**config.mk**
```make
export PLATFORM = sky130hd
export DESIGN_NAME = spi_bus_arbiter_flat
export DESIGN_NICKNAME = d
export VERILOG_FILES = /design/src/rtl/spi_bus_arbiter_pkg.sv /design/src/rtl/spi_bus_arbiter_if.sv /design/src/rtl/spi_bus_arbiter_rr_picker.sv /design/src/rtl/spi_bus_arbiter.sv /design/src/flat_wrapper.sv
export SDC_FILE = /design/constraint.sdc
export NUM_CORES = 1
export LEC_CHECK = 0
export ABC_AREA = 1
export BUFFER_PORTS_ARGS = -buffer_cell sky130_fd_sc_hd__buf_4
export CAP_MARGIN = 20
export CORE_ASPECT_RATIO = 1.1
export CORE_MARGIN = 5
export CORE_UTILIZATION = 43
export DETAILED_ROUTE_END_ITERATION = 8
export PLACE_DENSITY = 0.7
export SYNTH_ARGS = -nofsm -noshare
export SYNTH_HDL_FRONTEND = slang
export SYNTH_HIERARCHICAL = 1
export SYNTH_SLANG_ARGS = --single-unit
```
**constraint.sdc**
```tcl
create_clock -name clk -period 3.2 [get_ports clk]
set_input_delay 0.96 -clock clk [delete_from_list [all_inputs] [get_ports clk]]
set_output_delay 0.96 -clock clk [all_outputs]
set_load 0.005 [all_outputs]
```
**src/rtl/spi_bus_arbiter_pkg.sv**
```systemverilog
// Shared types and helpers for the SPI bus arbiter slice.
package spi_arb_pkg;

    localparam int unsigned BYTE_W  = 8;
    localparam int unsigned MAX_REQ = 8;

    typedef enum logic [1:0] {
        ARB_IDLE,
        ARB_GRANT,
        ARB_GUARD
    } arb_state_t;

    function automatic logic [MAX_REQ-1:0] one_hot(input int unsigned idx);
        logic [MAX_REQ-1:0] v;
        v = '0;
        for (int unsigned i = 0; i < MAX_REQ; i++) begin
            v[i] = (i == idx);
        end
        return v;
    endfunction

endpackage

```
**src/rtl/spi_bus_arbiter_if.sv**
```systemverilog
// Requester-side and SPI-master-side signals of the arbiter.
// The master modport is the environment (sensor FSMs + SPI master), the slave modport is the arbiter.
interface spi_bus_arbiter_if #(
    parameter int unsigned NUM_REQ = 2
);
    import spi_arb_pkg::*;

    logic [NUM_REQ-1:0]        req;
    logic [NUM_REQ-1:0]        grant;
    logic [NUM_REQ-1:0]        req_begin;
    logic [BYTE_W*NUM_REQ-1:0] req_send_data;
    logic [NUM_REQ-1:0]        req_ss;
    logic [NUM_REQ-1:0]        req_end;
    logic [BYTE_W-1:0]         req_recv_data;
    logic                      spi_begin;
    logic [BYTE_W-1:0]         spi_send_data;
    logic                      spi_end;
    logic [BYTE_W-1:0]         spi_recv_data;
    logic [NUM_REQ-1:0]        ss_n;
    logic                      busy;
    logic                      timeout_err;

    modport master (
        output req, req_begin, req_send_data, req_ss, spi_end, spi_recv_data,
        input  grant, req_end, req_recv_data, spi_begin, spi_send_data, ss_n, busy, timeout_err
    );

    modport slave (
        input  req, req_begin, req_send_data, req_ss, spi_end, spi_recv_data,
        output grant, req_end, req_recv_data, spi_begin, spi_send_data, ss_n, busy, timeout_err
    );

endinterface

```
**src/rtl/spi_bus_arbiter_rr_picker.sv**
```systemverilog
// Combinational round-robin priority encoder: first set request at or above ptr, wrapping.
module rr_picker #(
    parameter int unsigned NUM_REQ = 2,
    parameter int unsigned IDX_W   = 1
) (
    input  logic [NUM_REQ-1:0] req,
    input  logic [IDX_W-1:0]   ptr,
    output logic [IDX_W-1:0]   idx,
    output logic               valid
);

    logic [2*NUM_REQ-1:0] rot;
    int unsigned          sum;

    always_comb begin
        idx   = '0;
        valid = 1'b0;
        sum   = 0;
        // Doubling the vector makes the wrap-around a plain right shift.
        rot   = {req, req} >> ptr;
        for (int unsigned i = 0; i < NUM_REQ; i++) begin
            if (!valid && rot[i]) begin
                valid = 1'b1;
                sum   = 32'(ptr) + i;
                if (sum >= NUM_REQ) begin
                    sum = sum - NUM_REQ;
                end
                idx = IDX_W'(sum);
            end
        end
    end

endmodule

```
**src/rtl/spi_bus_arbiter.sv**
```systemverilog
// Round-robin owner of one SPI master shared by NUM_REQ sensor FSMs,
// with a slave-select guard gap between owners and a hold-time watchdog.
module spi_bus_arbiter
    import spi_arb_pkg::*;
#(
    parameter int unsigned NUM_REQ      = 2,
    parameter int unsigned GUARD_CYCLES = 16,
    parameter logic [23:0] MAX_HOLD     = 24'hFFFFFF
) (
    input  logic             clk,
    input  logic             rst,
    spi_bus_arbiter_if.slave bus
);

    localparam int unsigned IDX_W = $clog2(NUM_REQ);
    localparam int unsigned GW    = $clog2(GUARD_CYCLES + 1);
    localparam logic [GW-1:0] GUARD_LAST = GW'(GUARD_CYCLES - 1);
    localparam logic [23:0]   HOLD_LAST  = MAX_HOLD - 24'd1;

    arb_state_t          state_q, state_d;
    logic [IDX_W-1:0]    owner_q, owner_d;
    logic [IDX_W-1:0]    rr_ptr_q, rr_ptr_d;
    logic                in_flight_q, in_flight_d;
    logic [23:0]         hold_cnt_q, hold_cnt_d;
    logic [GW-1:0]       guard_cnt_q, guard_cnt_d;
    logic [NUM_REQ-1:0]  grant_q, grant_d;
    logic                timeout_q, timeout_d;

    logic [IDX_W-1:0]    pick_idx;
    logic                pick_valid;
    logic [MAX_REQ-1:0]  pick_oh;

    logic                owner_req, owner_begin, owner_ss, end_ok;
    logic [BYTE_W-1:0]   owner_byte;
    logic [NUM_REQ-1:0]  ss_n_c, req_end_c;
    logic                spi_begin_c;
    logic [BYTE_W-1:0]   spi_send_c;

    rr_picker #(
        .NUM_REQ (NUM_REQ),
        .IDX_W   (IDX_W)
    ) u_picker (
        .req   (bus.req),
        .ptr   (rr_ptr_q),
        .idx   (pick_idx),
        .valid (pick_valid)
    );

    always_comb begin
        owner_req   = 1'b0;
        owner_begin = 1'b0;
        owner_ss    = 1'b1;
        owner_byte  = '0;
        for (int unsigned i = 0; i < NUM_REQ; i++) begin
            if (owner_q == IDX_W'(i)) begin
                owner_req   = bus.req[i];
                owner_begin = bus.req_begin[i];
                owner_ss    = bus.req_ss[i];
                owner_byte  = bus.req_send_data[i*BYTE_W +: BYTE_W];
            end
        end
    end

    always_comb begin
        state_d     = state_q;
        owner_d     = owner_q;
        rr_ptr_d    = rr_ptr_q;
        in_flight_d = in_flight_q;
        hold_cnt_d  = hold_cnt_q;
        guard_cnt_d = guard_cnt_q;
        grant_d     = grant_q;
        timeout_d   = 1'b0;
        pick_oh     = '0;
        end_ok      = 1'b0;
        ss_n_c      = '1;
        req_end_c   = '0;
        spi_begin_c = 1'b0;
        spi_send_c  = '0;

        unique case (state_q)
            ARB_IDLE: begin
                in_flight_d = 1'b0;
                hold_cnt_d  = '0;
                guard_cnt_d = '0;
                grant_d     = '0;
                if (pick_valid) begin
                    pick_oh  = one_hot(32'(pick_idx));
                    state_d  = ARB_GRANT;
                    owner_d  = pick_idx;
                    grant_d  = pick_oh[NUM_REQ-1:0];
                    rr_ptr_d = (pick_idx == IDX_W'(NUM_REQ - 1)) ? '0 : pick_idx + 1'b1;
                end
            end

            ARB_GRANT: begin
                spi_begin_c = owner_begin;
                spi_send_c  = owner_byte;
                // An end pulse only counts if a byte is actually on the wire.
                end_ok      = bus.spi_end && (in_flight_q || owner_begin);
                for (int unsigned i = 0; i < NUM_REQ; i++) begin
                    if (owner_q == IDX_W'(i)) begin
                        ss_n_c[i]    = owner_ss;
                        req_end_c[i] = end_ok;
                    end
                end
                if (end_ok) begin
                    in_flight_d = 1'b0;
                end else if (owner_begin) begin
                    in_flight_d = 1'b1;
                end
                hold_cnt_d = (hold_cnt_q == MAX_HOLD) ? hold_cnt_q : hold_cnt_q + 24'd1;
                if (!in_flight_d && (!owner_req || hold_cnt_q >= HOLD_LAST)) begin
                    state_d     = ARB_GUARD;
                    grant_d     = '0;
                    guard_cnt_d = '0;
                    timeout_d   = owner_req;
                end
            end

            ARB_GUARD: begin
                grant_d = '0;
                if (guard_cnt_q == GUARD_LAST) begin
                    state_d = ARB_IDLE;
                end else begin
                    guard_cnt_d = guard_cnt_q + 1'b1;
                end
            end

            default: begin
                state_d = ARB_IDLE;
                grant_d = '0;
            end
        endcase
    end

    always_ff @(posedge clk or posedge rst) begin
        if (rst) begin
            state_q     <= ARB_IDLE;
            owner_q     <= '0;
            rr_ptr_q    <= '0;
            in_flight_q <= 1'b0;
            hold_cnt_q  <= '0;
            guard_cnt_q <= '0;
            grant_q     <= '0;
            timeout_q   <= 1'b0;
        end else begin
            state_q     <= state_d;
            owner_q     <= owner_d;
            rr_ptr_q    <= rr_ptr_d;
            in_flight_q <= in_flight_d;
            hold_cnt_q  <= hold_cnt_d;
            guard_cnt_q <= guard_cnt_d;
            grant_q     <= grant_d;
            timeout_q   <= timeout_d;
        end
    end

    assign bus.grant         = grant_q;
    assign bus.ss_n          = ss_n_c;
    assign bus.req_end       = req_end_c;
    assign bus.req_recv_data = bus.spi_recv_data;
    assign bus.spi_begin     = spi_begin_c;
    assign bus.spi_send_data = spi_send_c;
    assign bus.busy          = (state_q != ARB_IDLE);
    assign bus.timeout_err   = timeout_q;

endmodule

```
**src/flat_wrapper.sv**
```systemverilog
// flat-port wrapper written by rule: the top's interface ports become plain ports
module spi_bus_arbiter_flat import spi_arb_pkg::*;
#(
    parameter int unsigned NUM_REQ      = 2,
    parameter int unsigned GUARD_CYCLES = 16,
    parameter logic [23:0] MAX_HOLD     = 24'hFFFFFF
)
  (clk, rst, bus_req, bus_req_begin, bus_req_send_data, bus_req_ss, bus_spi_end, bus_spi_recv_data, bus_grant, bus_req_end, bus_req_recv_data, bus_spi_begin, bus_spi_send_data, bus_ss_n, bus_busy, bus_timeout_err);
  spi_bus_arbiter_if #(.NUM_REQ(NUM_REQ)) bus_i ();
  input  logic clk;
  input  logic rst;
  input wire logic [$bits(bus_i.req)-1:0] bus_req;
  input wire logic [$bits(bus_i.req_begin)-1:0] bus_req_begin;
  input wire logic [$bits(bus_i.req_send_data)-1:0] bus_req_send_data;
  input wire logic [$bits(bus_i.req_ss)-1:0] bus_req_ss;
  input wire logic [$bits(bus_i.spi_end)-1:0] bus_spi_end;
  input wire logic [$bits(bus_i.spi_recv_data)-1:0] bus_spi_recv_data;
  output wire logic [$bits(bus_i.grant)-1:0] bus_grant;
  output wire logic [$bits(bus_i.req_end)-1:0] bus_req_end;
  output wire logic [$bits(bus_i.req_recv_data)-1:0] bus_req_recv_data;
  output wire logic [$bits(bus_i.spi_begin)-1:0] bus_spi_begin;
  output wire logic [$bits(bus_i.spi_send_data)-1:0] bus_spi_send_data;
  output wire logic [$bits(bus_i.ss_n)-1:0] bus_ss_n;
  output wire logic [$bits(bus_i.busy)-1:0] bus_busy;
  output wire logic [$bits(bus_i.timeout_err)-1:0] bus_timeout_err;
  assign bus_i.req = bus_req;
  assign bus_i.req_begin = bus_req_begin;
  assign bus_i.req_send_data = bus_req_send_data;
  assign bus_i.req_ss = bus_req_ss;
  assign bus_i.spi_end = bus_spi_end;
  assign bus_i.spi_recv_data = bus_spi_recv_data;
  assign bus_grant = bus_i.grant;
  assign bus_req_end = bus_i.req_end;
  assign bus_req_recv_data = bus_i.req_recv_data;
  assign bus_spi_begin = bus_i.spi_begin;
  assign bus_spi_send_data = bus_i.spi_send_data;
  assign bus_ss_n = bus_i.ss_n;
  assign bus_busy = bus_i.busy;
  assign bus_timeout_err = bus_i.timeout_err;
  spi_bus_arbiter #(.NUM_REQ(NUM_REQ), .GUARD_CYCLES(GUARD_CYCLES), .MAX_HOLD(MAX_HOLD)) u_core (.clk(clk), .rst(rst), .bus(bus_i));
endmodule
```
## Word level (Yosys, flattened, before mapping)

Cells that the tools add are included.

| operators by class | value |
|---|---|
| eq/ne operators | 9 |
| add/subtract/negate cells | 6 |
| bitwise gates (word level) | 1 |
| order comparisons | 3 |
| shifts and indexed selects | 1 |
| reductions and logical operators | 16 |
| mux-type cells | 37 |

Operator list:

| kind | number |
|---|---|
| one-hot mux 24 bit (2 select lines) | 1 |
| adder 24 x 1 -> 24 bit, second input constant | 1 |
| == test 24 bit, second input constant | 1 |
| >= comparator 24 bit, second input constant | 1 |
| two-way mux 24 bit | 1 |
| two-way mux 1 bit | 20 |
| two-way mux 8 bit | 2 |
| one-hot mux 5 bit (3 select lines) | 1 |
| two-way mux 2 bit | 7 |
| two-way mux 5 bit | 2 |
| inequality test 2 x 1 -> 1 bit, second input constant | 3 |
| one-hot mux 2 bit (3 select lines) | 1 |
| AND reduction 3 bit | 2 |
| adder 5 x 1 -> 5 bit, second input constant | 1 |
| == test 5 x 4 -> 1 bit, second input constant | 1 |
| inequality test 2 bit, second input constant | 2 |
| one-hot mux 2 bit (2 select lines) | 1 |
| AND reduction 2 bit | 2 |
| nonzero test 2 bit | 2 |
| >> shifter 4 x 1 -> 2 bit | 1 |
| logical AND 1 bit | 3 |
| logical NOT 1 bit | 3 |
| nonzero test 3 bit | 1 |
| adder 1 x 1 -> 2 bit, second input constant | 1 |
| other kinds (10) | 12 |

| word-level totals | value |
|---|---|
| output and inout bits | 25 |
| register bits | 37 |
| input bits | 33 |
| logic and storage cells | 81 |

## Longest topological paths before layout

Gate-level depths: netlist (run 1).

| depth | value |
|---|---|
| word-level depth | 9 |
| mapped depth | 12 |
| mapped depth without buffers | 12 |

## Modules after synthesis

Netlist (run 1), hierarchy kept.

Modules (own cells, without submodules):

| module | cells each | times used | area each (µm²) | seq. area each (µm²) |
|---|---|---|---|---|
| spi_bus_arbiter | 340 | 1 | 2442.3 | 925.9 |
| rr_picker | 4 | 1 | 18.8 | 0.0 |

## Least setup slack after synthesis (run 1)

Ideal clock, no wire load.

| path | value |
|---|---|
| path type | input to output |
| start point | input port bus_req_begin[1] |
| end point | output port bus_req_end[1] |
| path slack | 0.920 ns |
| path buffers | 0 |
| arrival time | 1.320 ns |
| stages on the path | 4 |
| data required time | 2.240 ns |
| cell sequence | mux2i_1 -> nand2_1 -> nand2_1 -> nor3_1 |

| between the ends | value |
|---|---|
| cells in the longest elaborated chain, start to end | 5 |

Ends and longest elaborated chain:

| item | line | text |
|---|---|---|
| start, declared | flat_wrapper.sv:13 | `input wire logic [$bits(bus_i.req_begin)-1:0] bus_req_begin;` |
| two-way mux 1 bit | spi_bus_arbiter.sv:55 | `if (owner_q == IDX_W'(i)) begin` |
| logical OR 1 bit | spi_bus_arbiter.sv:99 | `end_ok = bus.spi_end && (in_flight_q \|\| owner_begin);` |
| logical AND 1 bit | spi_bus_arbiter.sv:99 |  |
| two-way mux 1 bit | spi_bus_arbiter.sv:101 | `if (owner_q == IDX_W'(i)) begin` |
| two-way mux 2 bit | spi_bus_arbiter.sv:80 | `unique case (state_q)` |
| end, declared | flat_wrapper.sv:19 | `output wire logic [$bits(bus_i.req_end)-1:0] bus_req_end;` |

No other way between the ends.

## Worst setup path in the final report (run 1)

| path | value |
|---|---|
| start point | register u_core.state_q[0] |
| end point | output port bus_ss_n[0] |

| between the ends | value |
|---|---|
| cells in the longest elaborated chain, start to end | 2 |

Ends and longest elaborated chain:

| item | line | text |
|---|---|---|
| start, declared | spi_bus_arbiter.sv:20 | `arb_state_t state_q, state_d;` |
| start signal, assigned | spi_bus_arbiter.sv:147 | `state_q <= state_d;` |
| == test 2 x 1 -> 1 bit | spi_bus_arbiter.sv:80 |  |
| two-way mux 2 bit | spi_bus_arbiter.sv:80 |  |
| end, declared | flat_wrapper.sv:23 | `output wire logic [$bits(bus_i.ss_n)-1:0] bus_ss_n;` |

No other way between the ends.

==> reports/qor.txt, run 1 <==
Rel. slew slack = 0.500
number of synthesized flops with an enable pin = 0
Global Route Usage Sum = 0.168
Post-Syn Instances = 344
final net count = 418
Worst Path Required = 2.24 ns
placed cell area = 0.00278 mm^2
final period demand of the worst path = 2.64 ns
clock slew at reported path FFs = 0.07 ns
design area = 0.00287 mm^2
initial antenna violation count = 0
endpoints failing hold = 0
ys flop type = dfrtp_1
die area = 0.00734 mm^2
Initial DRC Count = 131
Via-to-Cell Ratio = 4.97
Placed Cells = 451
RSZ-0062 raised after global routing = false
Routed wire per std cell = 12.6 um
starting density of the core = 0.435
H-tree lvl count = 2
Finished Layout Cells = 458
Final Max Slew Viols = 0
# hold bufs at CTS = 0
Syn-to-layout area delta = 16.6%
CTS Root Cell = clkbuf_8
Syn Nets = 381
Ant. Diodes = 0
Congestion Overflow GR = 0
mapped cell area = 0.00246 mm^2
area taken by flip-flops and latches = 926 um^2
Worst EP arrival = 1.68 ns
Yosys reg bits = 37
TritonCTS clock tree = built
startpoint types = register
fmax = 0.379 GHz
core area = 0.00566 mm^2
num rows = 29
antenna-violating nets left = 0
Multi-input gate area = 0.00126 mm^2
HP Class = reg -> reg
vias in the first global route = 2145
most frequent cells in the layout = 98 x nand2_1, 44 x inv_1, 43 x buf_4
TritonRoute pass-1 iters = 4
worst-skew pair later-pin latency = 0.28 ns
largest net degree at the start of global routing = 38
Worst Tran Pin Value = 0.741 ns
Routed WL = 5.77 mm
port bufs = 41
Filler cells = 595
TritonCTS Sinks = 37
routability cong. = 0.850
Residual DRC = 0
Max Fanout on Critical Path = 14
VDD IR max = 0.565 mV
endpoints failing setup = 0
kind of critical path = reg -> out
boundary pin count = 58
commonest non-fill, non-tap cell in the layout = nand2_1
CTS max path bufs = 2
Setup Skew = 0.00484 ns
crit share post-route = 0.825
first-pass GRT wire length = 9.70 mm
HP Start = u_core/guard_cnt_q[3]$_DFFE_PP0P_
Leak = 1.37 nW
post-synthesis sequential area ratio = 0.376
hpwl dp = 4.41 mm
power density over cell area = 558 mW/mm^2
Critical R2R Launch = u_core/hold_cnt_q[0]$_DFFE_PP0P_
Hold Slack = 0.477 ns
CTS buffer count = 5
Synth cell types = 29
Resize count post-CTS = 0
postcts setup bufs = 0
Die Ht = 89.3 um
status = finished clean
total power = 0.00160 W
Async SR Flop Fraction = 1.00
Yosys warning total = 6
Vias = 2276
fraction of layout cells with a size suffix above 1 = 0.178
TNS Setup = 0 ns
synthesized area per cell = 7.15 um^2
CP Launch Point = u_core/state_q[0]$_DFFE_PP0P_
Die W = 82.1 um
Crit. End Element = primary output
# Max-Cap Violations = 0
[per-stage QoR]
| stage | utilization | setup slack, ns |
|---|---|---|
| final | 0.507 | 0.558 |
| after global routing | 0.507 | 0.441 |
| after CTS | 0.507 | 0.545 |
| after detailed placement | 0.492 | 0.618 |
| after global placement | 0.492 | 0.664 |
| after floorplan | - | 0.920 |
[sequential cells by signal, summed over array words and instances, names as in the netlist]
| name | cells |
|---|---|
| u_core/rr_ptr_q | 1 |
| u_core/bus.timeout_err | 1 |
| u_core/owner_q | 1 |
| u_core/state_q | 2 |
| u_core/guard_cnt_q | 5 |
| u_core/hold_cnt_q | 24 |
| u_core/in_flight_q | 1 |
| u_core/bus.grant | 2 |
[Yosys cell counts (3+ instances only)]
library cell  instances  area, um^2
nand3_1              26         130
nand2_4               3        33.8
nor3_1                5        25.0
o21ai_1               4        20.0
o21ai_0              14        70.1
a21oi_1               7        35.0
a22o_1                8        70.1
o22ai_1               6        37.5
nand2_2               4        25.0
ha_1                  4        50.1
buf_4                 9        67.6
nand2_1              98         368
xor2_1                8        70.1
nor2_4                5        56.3
inv_1                44         165
nor2_1               33         124
nand4_1              10        62.6
inv_2                 3        11.3
dfrtp_1              37         926
[layer usage]
metal | global-route usage | routed length [um]
met1 | 0.211 | 2490
met2 | 0.300 | 3050
met3 | 0.0313 | 206
met4 | 0.0378 | 20
met5 | 0 | 0
[kinds of logic (layout without fill, tap and decap cells)]
kind of cell    after synthesis  after routing  synth area share
buf+inv                      60             97             0.111
mux                           1              1           0.00407
xor+xnor                      8              8            0.0285
compound gates               42             42             0.104
simple gates                192            192             0.356
flops                        37             37             0.376
fa+ha+maj                     4              4            0.0203
[power by group]
| part | switching, W | internal [W] |
|---|---|---|
| clock network | 0.000150 | 0.000171 |
| logic | 0.000422 | 0.000262 |
| registers | 0.0000645 | 0.000531 |
[path summary, 6_finish.rpt]
check | endpoint | slack (ns) | depth (start not counted)
setup reg to reg | u_core/hold_cnt_q[23]$_DFFE_PP0P_ | 1.19 | 10
hold / removal | u_core/guard_cnt_q[3]$_DFFE_PP0P_ | 0.48 | 2
hold reg to reg | u_core/guard_cnt_q[3]$_DFFE_PP0P_ | 0.48 | 2
setup / recovery | bus_ss_n[0] | 0.56 | 7
max in group asynchronous | u_core/hold_cnt_q[7]$_DFFE_PP0P_ | 2.08 | 3
min in group asynchronous | u_core/hold_cnt_q[0]$_DFFE_PP0P_ | 0.79 | 3
[critical path: stages (launching register included)]
cell and delay [ns]:
dfrtp_1 0.38, inv_1 0.12, nor2_4 0.11, inv_2 0.13, nor2_4 0.23, inv_1 0.09
or2_1 0.21, buf_4 0.13
[cell type report]
type                            instances  area share
Sequential cell                        37       0.323
Clock buffer                            7      0.0301
Tap cell                               77      0.0336
Timing Repair Buffer                   43       0.113
Multi-Input combinational cell        247       0.440
Inverter                               47      0.0615
Power figures use the tool's default switching activity.
==> run 2: changes to the inputs <==
--- a/config.mk
+++ b/config.mk
@@ -5,14 +5,14 @@
 export SDC_FILE = /design/constraint.sdc
 export NUM_CORES = 1
 export LEC_CHECK = 0
-export ABC_AREA = 1
+export ABC_AREA = 0
 export BUFFER_PORTS_ARGS = -buffer_cell sky130_fd_sc_hd__buf_4
 export CAP_MARGIN = 20
 export CORE_ASPECT_RATIO = 1.1
 export CORE_MARGIN = 5
 export CORE_UTILIZATION = 43
 export DETAILED_ROUTE_END_ITERATION = 8
-export PLACE_DENSITY = 0.7
+export PLACE_DENSITY = 0.73
 export SYNTH_ARGS = -nofsm -noshare
 export SYNTH_HDL_FRONTEND = slang
 export SYNTH_HIERARCHICAL = 1
==> constraint.sdc (replaced) <==
create_clock -name clk -period 2.21 [get_ports clk]
set_input_delay 0.663 -clock clk [delete_from_list [all_inputs] [get_ports clk]]
set_output_delay 0.663 -clock clk [all_outputs]
set_load 0.005 [all_outputs]
==> reports/qor.txt, run 2 <==
CTS max path bufs = 2 (unchanged)
Max Fanout on Critical Path = 7 (was 14)
Synth area leaders = dfrtp_1 39%, mux2i_1 5.4%, nor2_1 5.2% (was dfrtp_1 38%, nand2_1 15%, inv_1 6.7%)
routability cong. = 0.824 (was 0.850)
RSZ-0062 raised after global routing = true (was false)
Final Max Slew Viols = 0 (unchanged)
vias in the first global route = 2091 (was 2145)
Async SR Flop Fraction = 1.00 (unchanged)
Synth cell types = 59 (was 29)
startpoint types = register (unchanged)
kind of critical path = reg -> out (unchanged)
Routed WL = 5.17 mm (was 5.77 mm)
Via-to-Cell Ratio = 5.46 (was 4.97)
Yosys reg bits = 37 (unchanged)
Syn-to-layout area delta = 20.9% (was 16.6%)
Worst Path Required = 1.55 ns (was 2.24 ns)
synthesized area per cell = 9.09 um^2 (was 7.15 um^2)
status = finished clean (unchanged)
Post-Syn Instances = 263 (was 344)
Congestion Overflow GR = 0 (unchanged)
Ant. Diodes = 0 (unchanged)
H-tree lvl count = 2 (unchanged)
Setup Skew = 0.00559 ns (was 0.00484 ns)
post-synthesis sequential area ratio = 0.387 (was 0.376)
Worst EP arrival = 1.51 ns (was 1.68 ns)
core area = 0.00540 mm^2 (was 0.00566 mm^2)
num rows = 28 (was 29)
placed cell area = 0.00277 mm^2 (was 0.00278 mm^2)
most frequent cells in the layout = 53 x buf_4, 35 x dfrtp_1, 33 x nor2_1 (was 98 x nand2_1, 44 x inv_1, 43 x buf_4)
total power = 0.00244 W (was 0.00160 W)
antenna-violating nets left = 0 (unchanged)
synth cell count leaders = 37 x dfrtp_1, 33 x nor2_1, 28 x nand2_1 (was 98 x nand2_1, 44 x inv_1, 37 x dfrtp_1)
HP Class = in -> async (was reg -> reg)
Synth area leader = dfrtp_1 (unchanged)
VDD IR max = 0.541 mV (was 0.565 mV)
Worst Tran Pin Value = 0.553 ns (was 0.741 ns)
initial antenna violation count = 0 (unchanged)
ys flop type = dfrtp_1 (unchanged)
starting density of the core = 0.443 (was 0.435)
final net count = 339 (was 418)
hpwl dp = 3.92 mm (was 4.41 mm)
worst-skew pair later-pin latency = 0.29 ns (was 0.28 ns)
Leak = 1.30 nW (was 1.37 nW)
Routed wire per std cell = 13.7 um (was 12.6 um)
CTS buffer count = 5 (unchanged)
Yosys warning total = 6 (unchanged)
Vias = 2062 (was 2276)
power density over cell area = 845 mW/mm^2 (was 558 mW/mm^2)
endpoints failing hold = 0 (unchanged)
mapped cell area = 0.00239 mm^2 (was 0.00246 mm^2)
worst setup path endpoint = bus_req_end[1] (was bus_ss_n[0])
# Max-Cap Violations = 0 (unchanged)
CP Launch Point = u_core/state_q[0]$_DFFE_PP0P_ (unchanged)
postcts setup bufs = 0 (unchanged)
endpoints failing setup = 0 (unchanged)
die area = 0.00715 mm^2 (was 0.00734 mm^2)
most numerous cell in the Yosys netlist = dfrtp_1 (was nand2_1)
largest net degree at the start of global routing = 38 (unchanged)
Critical R2R Launch = u_core/guard_cnt_q[0]$_DFFE_PP0P_ (was u_core/hold_cnt_q[0]$_DFFE_PP0P_)
Die Ht = 88.2 um (was 89.3 um)
Initial DRC Count = 89 (was 131)
Largest Register = u_core/hold_cnt_q (unchanged)
design area = 0.00289 mm^2 (was 0.00287 mm^2)
TritonCTS clock tree = built (unchanged)
clock slew at reported path FFs = 0.07 ns (about the same)
number of synthesized flops with an enable pin = 0 (unchanged)
crit share post-route = 0.982
reg-to-reg critical path endpoint = u_core/guard_cnt_q[2]$_DFFE_PP0P_ (was u_core/hold_cnt_q[23]$_DFFE_PP0P_)
Residual DRC = 0 (unchanged)
port bufs = 41 (unchanged)
Global Route Usage Sum = 0.162 (was 0.168)
first-pass GRT wire length = 9.19 mm (was 9.70 mm)
Reg2Reg Setup Slack = 0.14 ns (was 1.19 ns)
R2R depth = 7 (was 10)
commonest non-fill, non-tap cell in the layout = buf_4 (was nand2_1)
Hold Slack = 0.480 ns (was 0.477 ns)
Die W = 81.1 um (was 82.1 um)
CTS Root Cell = clkbuf_8 (unchanged)
fmax = 0.461 GHz
TritonRoute pass-1 iters = 4 (unchanged)
number of flip-flops in the largest register = 24 (unchanged)
Rel. slew slack = 0.628 (was 0.500)
Syn Nets = 300 (was 381)
Synth top area share = 0.387 (was 0.376)
boundary pin count = 58 (unchanged)
fraction of layout cells with a size suffix above 1 = 0.264 (was 0.178)
Crit. End Element = primary output (unchanged)
Largest regs = u_core/hold_cnt_q: 24 flops, u_core/guard_cnt_q: 5 flops (unchanged)
final period demand of the worst path = 2.17 ns
TritonCTS Sinks = 37 (unchanged)
run 2: cell types whose count changed in the layout (fill, tap and decap cells not counted), moves of 7 or more:
cell	previous run	this run
inv_1	44	9
xnor2_1	0	13
mux2i_1	1	13
nand2_1	98	28
xor2_1	8	1
nand3_1	26	14
buf_4	43	53
run 2: layer usage:
metal / global-route usage / share of wire
met1: 0.201 / 0.46
met3: 0.0448 / 0.059
met5: 0 / 0
met2: 0.273 / 0.47
met4: 0.0507 / 0.013
run 2: worst min path at each step:
| stage | from | to | slack [ns] | depth (start not counted) |
|---|---|---|---|---|
| after floorplan | u_core/rr_ptr_q$_DFFE_PP0P_ | u_core/rr_ptr_q$_DFFE_PP0P_ | 0.45 | 2 |
| after global placement | u_core/rr_ptr_q$_DFFE_PP0P_ | u_core/rr_ptr_q$_DFFE_PP0P_ | 0.47 | 2 |
| after detailed placement | u_core/rr_ptr_q$_DFFE_PP0P_ | u_core/rr_ptr_q$_DFFE_PP0P_ | 0.48 | 2 |
| after CTS | u_core/rr_ptr_q$_DFFE_PP0P_ | u_core/rr_ptr_q$_DFFE_PP0P_ | 0.49 | 2 |
| after global routing | rst | u_core/hold_cnt_q[23]$_DFFE_PP0P_ | 0.52 | 3 |
| final | rst | u_core/hold_cnt_q[21]$_DFFE_PP0P_ | 0.48 | 3 |
run 2: critical path, cell delays in order (launching register included):
cell,delay [ns]
dfrtp_2,0.43
inv_1,0.13
nor2_1,0.19
buf_4,0.18
o2111a_1,0.18
buf_4,0.10
run 2: cell families (layout without fill, tap and decap cells):
group / count (synthesis) / count (layout) / share of synthesized area
AND/OR/NAND/NOR: 118 / 118 / 0.267
AO/OA/AOI/OAI: 46 / 46 / 0.152
flip-flops: 37 / 37 / 0.387
buffers and inverters: 30 / 70 / 0.0618
XOR/XNOR: 14 / 14 / 0.0513
multiplexers: 14 / 14 / 0.0591
adder cells (fa/ha/maj): 4 / 4 / 0.0209
run 2: metrics by stage:
step | util | setup TNS, ns | cells | setup slack, ns
CTS | 0.535 | 0 | 378 | 0.0301
global route | 0.536 | -0.0242 | 378 | -0.0242
finish | 0.536 | 0 | 378 | 0.0403
floorplan | - | 0 | 263 | 0.256
detailed placement | 0.513 | 0 | 370 | 0.147
global placement | 0.513 | 0 | 370 | 0.203
run 2: area by class of cell:
cell class	count	area, um^2
inverter	9	33.8
multi-input combinational	196	1320
timing repair buffer	53	398
fill	509	2500
clock inverter	1	30.0
clock buffer	7	86.3
tap	75	93.8
sequential	37	928
run 2: where the power goes:
| part | switching (W) | total [W] | internal, W |
|---|---|---|---|
| clock | 0.000238 | 0.000606 | 0.000368 |
| sequential | 0.000111 | 0.000877 | 0.000766 |
| combinational | 0.000500 | 0.000961 | 0.000461 |
run 2: what timing repair did:
action                     CTS  global route
hold buffers                 0             0
setup endpoints to repair    1             7
resized for setup            1             2
==> run 3: changes to the inputs <==
--- a/config.mk
+++ b/config.mk
@@ -12,8 +12,7 @@
 export CORE_MARGIN = 5
 export CORE_UTILIZATION = 43
 export DETAILED_ROUTE_END_ITERATION = 8
-export PLACE_DENSITY = 0.73
+export PLACE_DENSITY = 0.71
 export SYNTH_ARGS = -nofsm -noshare
 export SYNTH_HDL_FRONTEND = slang
-export SYNTH_HIERARCHICAL = 1
 export SYNTH_SLANG_ARGS = --single-unit
==> constraint.sdc (replaced) <==
create_clock -name clk -period 2.03 [get_ports clk]
set_input_delay 0.609 -clock clk [delete_from_list [all_inputs] [get_ports clk]]
set_output_delay 0.609 -clock clk [all_outputs]
set_load 0.005 [all_outputs]
==> reports/qor.txt, run 3 <==
status = finished clean (unchanged)
most frequent cells in the layout = 66 x buf_4, 34 x dfrtp_1, 24 x nor2_1 (was 53 x buf_4, 35 x dfrtp_1, 33 x nor2_1)
post-synthesis sequential area ratio = 0.406 (was 0.387)
kind of critical path = reg -> out (unchanged)
Yosys warning total = 0 (was 6)
initial antenna violation count = 0 (unchanged)
Post-Syn Instances = 255 (was 263)
ys flop type = dfrtp_1 (unchanged)
TritonRoute pass-1 iters = 4 (unchanged)
Final Max Slew Viols = 0 (unchanged)
fraction of layout cells with a size suffix above 1 = 0.273 (was 0.264)
Setup Skew = 0.00589 ns (was 0.00559 ns)
die area = 0.00686 mm^2 (was 0.00715 mm^2)
Crit. End Element = primary output (unchanged)
Synth top area share = 0.406 (was 0.387)
Synth cell types = 45 (was 59)
TNS Setup = 0 ns (unchanged)
final period demand of the worst path = 1.96 ns
endpoints failing hold = 0 (unchanged)
CTS Root Cell = clkbuf_8 (unchanged)
port bufs = 41 (unchanged)
hpwl dp = 4.13 mm (was 3.92 mm)
crit share post-route = 0.966
area taken by flip-flops and latches = 930 um^2 (was 928 um^2)
core area = 0.00507 mm^2 (was 0.00540 mm^2)
cell internal pwr = 0.00168 W (was 0.00159 W)
Worst EP arrival = 1.35 ns (was 1.51 ns)
Via-to-Cell Ratio = 5.63 (was 5.46)
placed cell area = 0.00278 mm^2 (was 0.00277 mm^2)
Gate power share = 0.445 (was 0.393)
# hold bufs at CTS = 0 (unchanged)
synth cell count leaders = 37 x dfrtp_1, 25 x nor2_1, 18 x a21oi_1 (was 37 x dfrtp_1, 33 x nor2_1, 28 x nand2_1)
Ant. Diodes = 0 (unchanged)
Leak = 1.27 nW (was 1.30 nW)
clock slew at reported path FFs = 0.07 ns (about the same)
Residual DRC = 0 (unchanged)
# Max-Cap Violations = 0 (unchanged)
Synth area leaders = dfrtp_1 41%, xnor2_1 4.6%, mux2i_1 4.4% (was dfrtp_1 39%, mux2i_1 5.4%, nor2_1 5.2%)
routability cong. = 0.820 (was 0.824)
Critical R2R Launch = u_core.hold_cnt_q[17]$_DFFE_PP0P_ (was u_core/guard_cnt_q[0]$_DFFE_PP0P_)
sw power = 0.000937 W (was 0.000848 W)
Worst Tran Pin Value = 0.505 ns (was 0.553 ns)
number of flip-flops in the largest register = 24 (unchanged)
worst-skew pair later-pin latency = 0.28 ns (was 0.29 ns)
Syn-to-layout area delta = 26.9% (was 20.9%)
Largest regs = u_core.hold_cnt_q: 24 flops, u_core.guard_cnt_q: 5 flops (was u_core/hold_cnt_q: 24 flops, u_core/guard_cnt_q: 5 flops)
power density over cell area = 905 mW/mm^2 (was 845 mW/mm^2)
number of synthesized flops with an enable pin = 0 (unchanged)
Vias = 2101 (was 2062)
fmax = 0.510 GHz
Multi-input gate area = 0.00123 mm^2 (was 0.00132 mm^2)
Worst Path Required = 1.42 ns (was 1.55 ns)
CP Launch Point = u_core.state_q[1]$_DFFE_PP0P_ (was u_core/state_q[0]$_DFFE_PP0P_)
H-tree lvl count = 2 (unchanged)
num rows = 27 (was 28)
Routed wire per std cell = 14.5 um (was 13.7 um)
final net count = 351 (was 339)
vias in the first global route = 2153 (was 2091)
Max Fanout on Critical Path = 3 (was 7)
largest net degree at the start of global routing = 38 (unchanged)
Die W = 79.4 um (was 81.1 um)
first-pass GRT wire length = 9.46 mm (was 9.19 mm)
most numerous cell in the Yosys netlist = dfrtp_1 (unchanged)
boundary pin count = 58 (unchanged)
TritonCTS clock tree = built (unchanged)
Hold Slack = 0.431 ns (was 0.480 ns)
antenna-violating nets left = 0 (unchanged)
synthesized area per cell = 8.94 um^2 (was 9.09 um^2)
Filler cells = 450 (was 509)
RSZ-0062 raised after global routing = false (was true)
switching part of the total power = 0.358 (was 0.347)
Largest Register = u_core.hold_cnt_q (was u_core/hold_cnt_q)
Rel. slew slack = 0.660 (was 0.628)
Async SR Flop Fraction = 1.00 (unchanged)
design area = 0.00289 mm^2 (about the same)
commonest non-fill, non-tap cell in the layout = buf_4 (unchanged)
Initial DRC Count = 84 (was 89)
CTS buffer count = 5 (unchanged)
Yosys reg bits = 37 (unchanged)
CTS max path bufs = 2 (unchanged)
starting density of the core = 0.450 (was 0.443)
Synth area leader = dfrtp_1 (unchanged)
endpoints failing setup = 0 (unchanged)
HP Class = in -> async (unchanged)
Sequential Power Share = 0.367 (was 0.359)
Congestion Overflow GR = 0 (unchanged)
Syn Nets = 292 (was 300)
TritonCTS Sinks = 37 (unchanged)
Clock power frac = 0.188 (was 0.248)
Die Ht = 86.4 um (was 88.2 um)
Global Route Usage Sum = 0.170 (was 0.162)
Routed WL = 5.42 mm (was 5.17 mm)
VDD IR max = 0.751 mV (was 0.541 mV)
startpoint types = register (unchanged)
mapped cell area = 0.00228 mm^2 (was 0.00239 mm^2)
-- run 3: power by group through the flow --
stage / registers [W] / clock network [W] / logic, W
floorplan: 0.000921 / 0 / 0.000678
global placement: 0.000978 / 0 / 0.00110
detailed placement: 0.000977 / 0 / 0.00112
CTS: 0.000956 / 0.000511 / 0.00115
global route: 0.000981 / 0.000548 / 0.00131
finish: 0.000959 / 0.000492 / 0.00117
-- run 3: through the flow --
stage           util  std cells  total power (W)  worst slack (ns)
6_report       0.571        373          0.00262            0.0698
3_3_place_gp   0.549        364          0.00208             0.154
5_1_grt        0.571        373          0.00284          0.000283
2_1_floorplan      -        255          0.00160            0.0911
4_1_cts        0.567        373          0.00262            0.0435
3_5_place_dp   0.549        364          0.00209            0.0871
-- run 3: path summary, 6_finish.rpt --
| check | end | slack (ns) | cells after the start |
|---|---|---|---|
| worst max-delay path | bus_ss_n[0] | 0.07 | 3 |
| worst min-delay path | u_core.hold_cnt_q[20]$_DFFE_PP0P_ | 0.43 | 3 |
| worst max register to register | u_core.hold_cnt_q[1]$_DFFE_PP0P_ | 0.08 | 5 |
| worst min register to register | u_core.guard_cnt_q[4]$_DFFE_PP0P_ | 0.49 | 1 |
| max in group asynchronous | u_core.state_q[1]$_DFFE_PP0P_ | 1.24 | 3 |
| min in group clk | u_core.guard_cnt_q[4]$_DFFE_PP0P_ | 0.49 | 1 |
-- run 3: final cells by class --
| cell class | instances | share of cell area |
|---|---|---|
| well taps | 58 | 0.0251 |
| multi-input cells | 191 | 0.427 |
| clock buffers | 8 | 0.0277 |
| flip-flops and latches | 37 | 0.321 |
| inverters | 10 | 0.0130 |
| repair buffers | 69 | 0.186 |
-- run 3: worst max-delay path, cell delays in order, from the launching register on --
cell and delay (ns):
dfrtp_2 0.42, nand2b_1 0.19, or3_1 0.32, buf_4 0.14
-- run 3: kinds of logic (layout without fill, tap and decap cells) --
group,Yosys count,after routing,share of synthesized area
AOI/OAI and AO/OA,53,53,0.140
xor gates and xnor gates,12,12,0.0461
adders and majority gates,4,4,0.0220
buffers and inverters,27,87,0.0582
DFF,37,37,0.406
muxes,12,12,0.0538
and+or+nand+nor,110,110,0.274
-- run 3: what timing repair did --
action,4_1_cts,5_1_grt
endpoints found under the setup margin,12,7
setup buffers,1,0
endpoints found under the hold margin,0,0
resized for setup,3,6
-- run 3: metal layers --
layer  track usage  wire length [um]  part of all wire
met2         0.292              2570              0.47
met1         0.212              2440              0.45
met4        0.0313                23            0.0042
met5             0                 0                 0
met3        0.0509               385             0.071
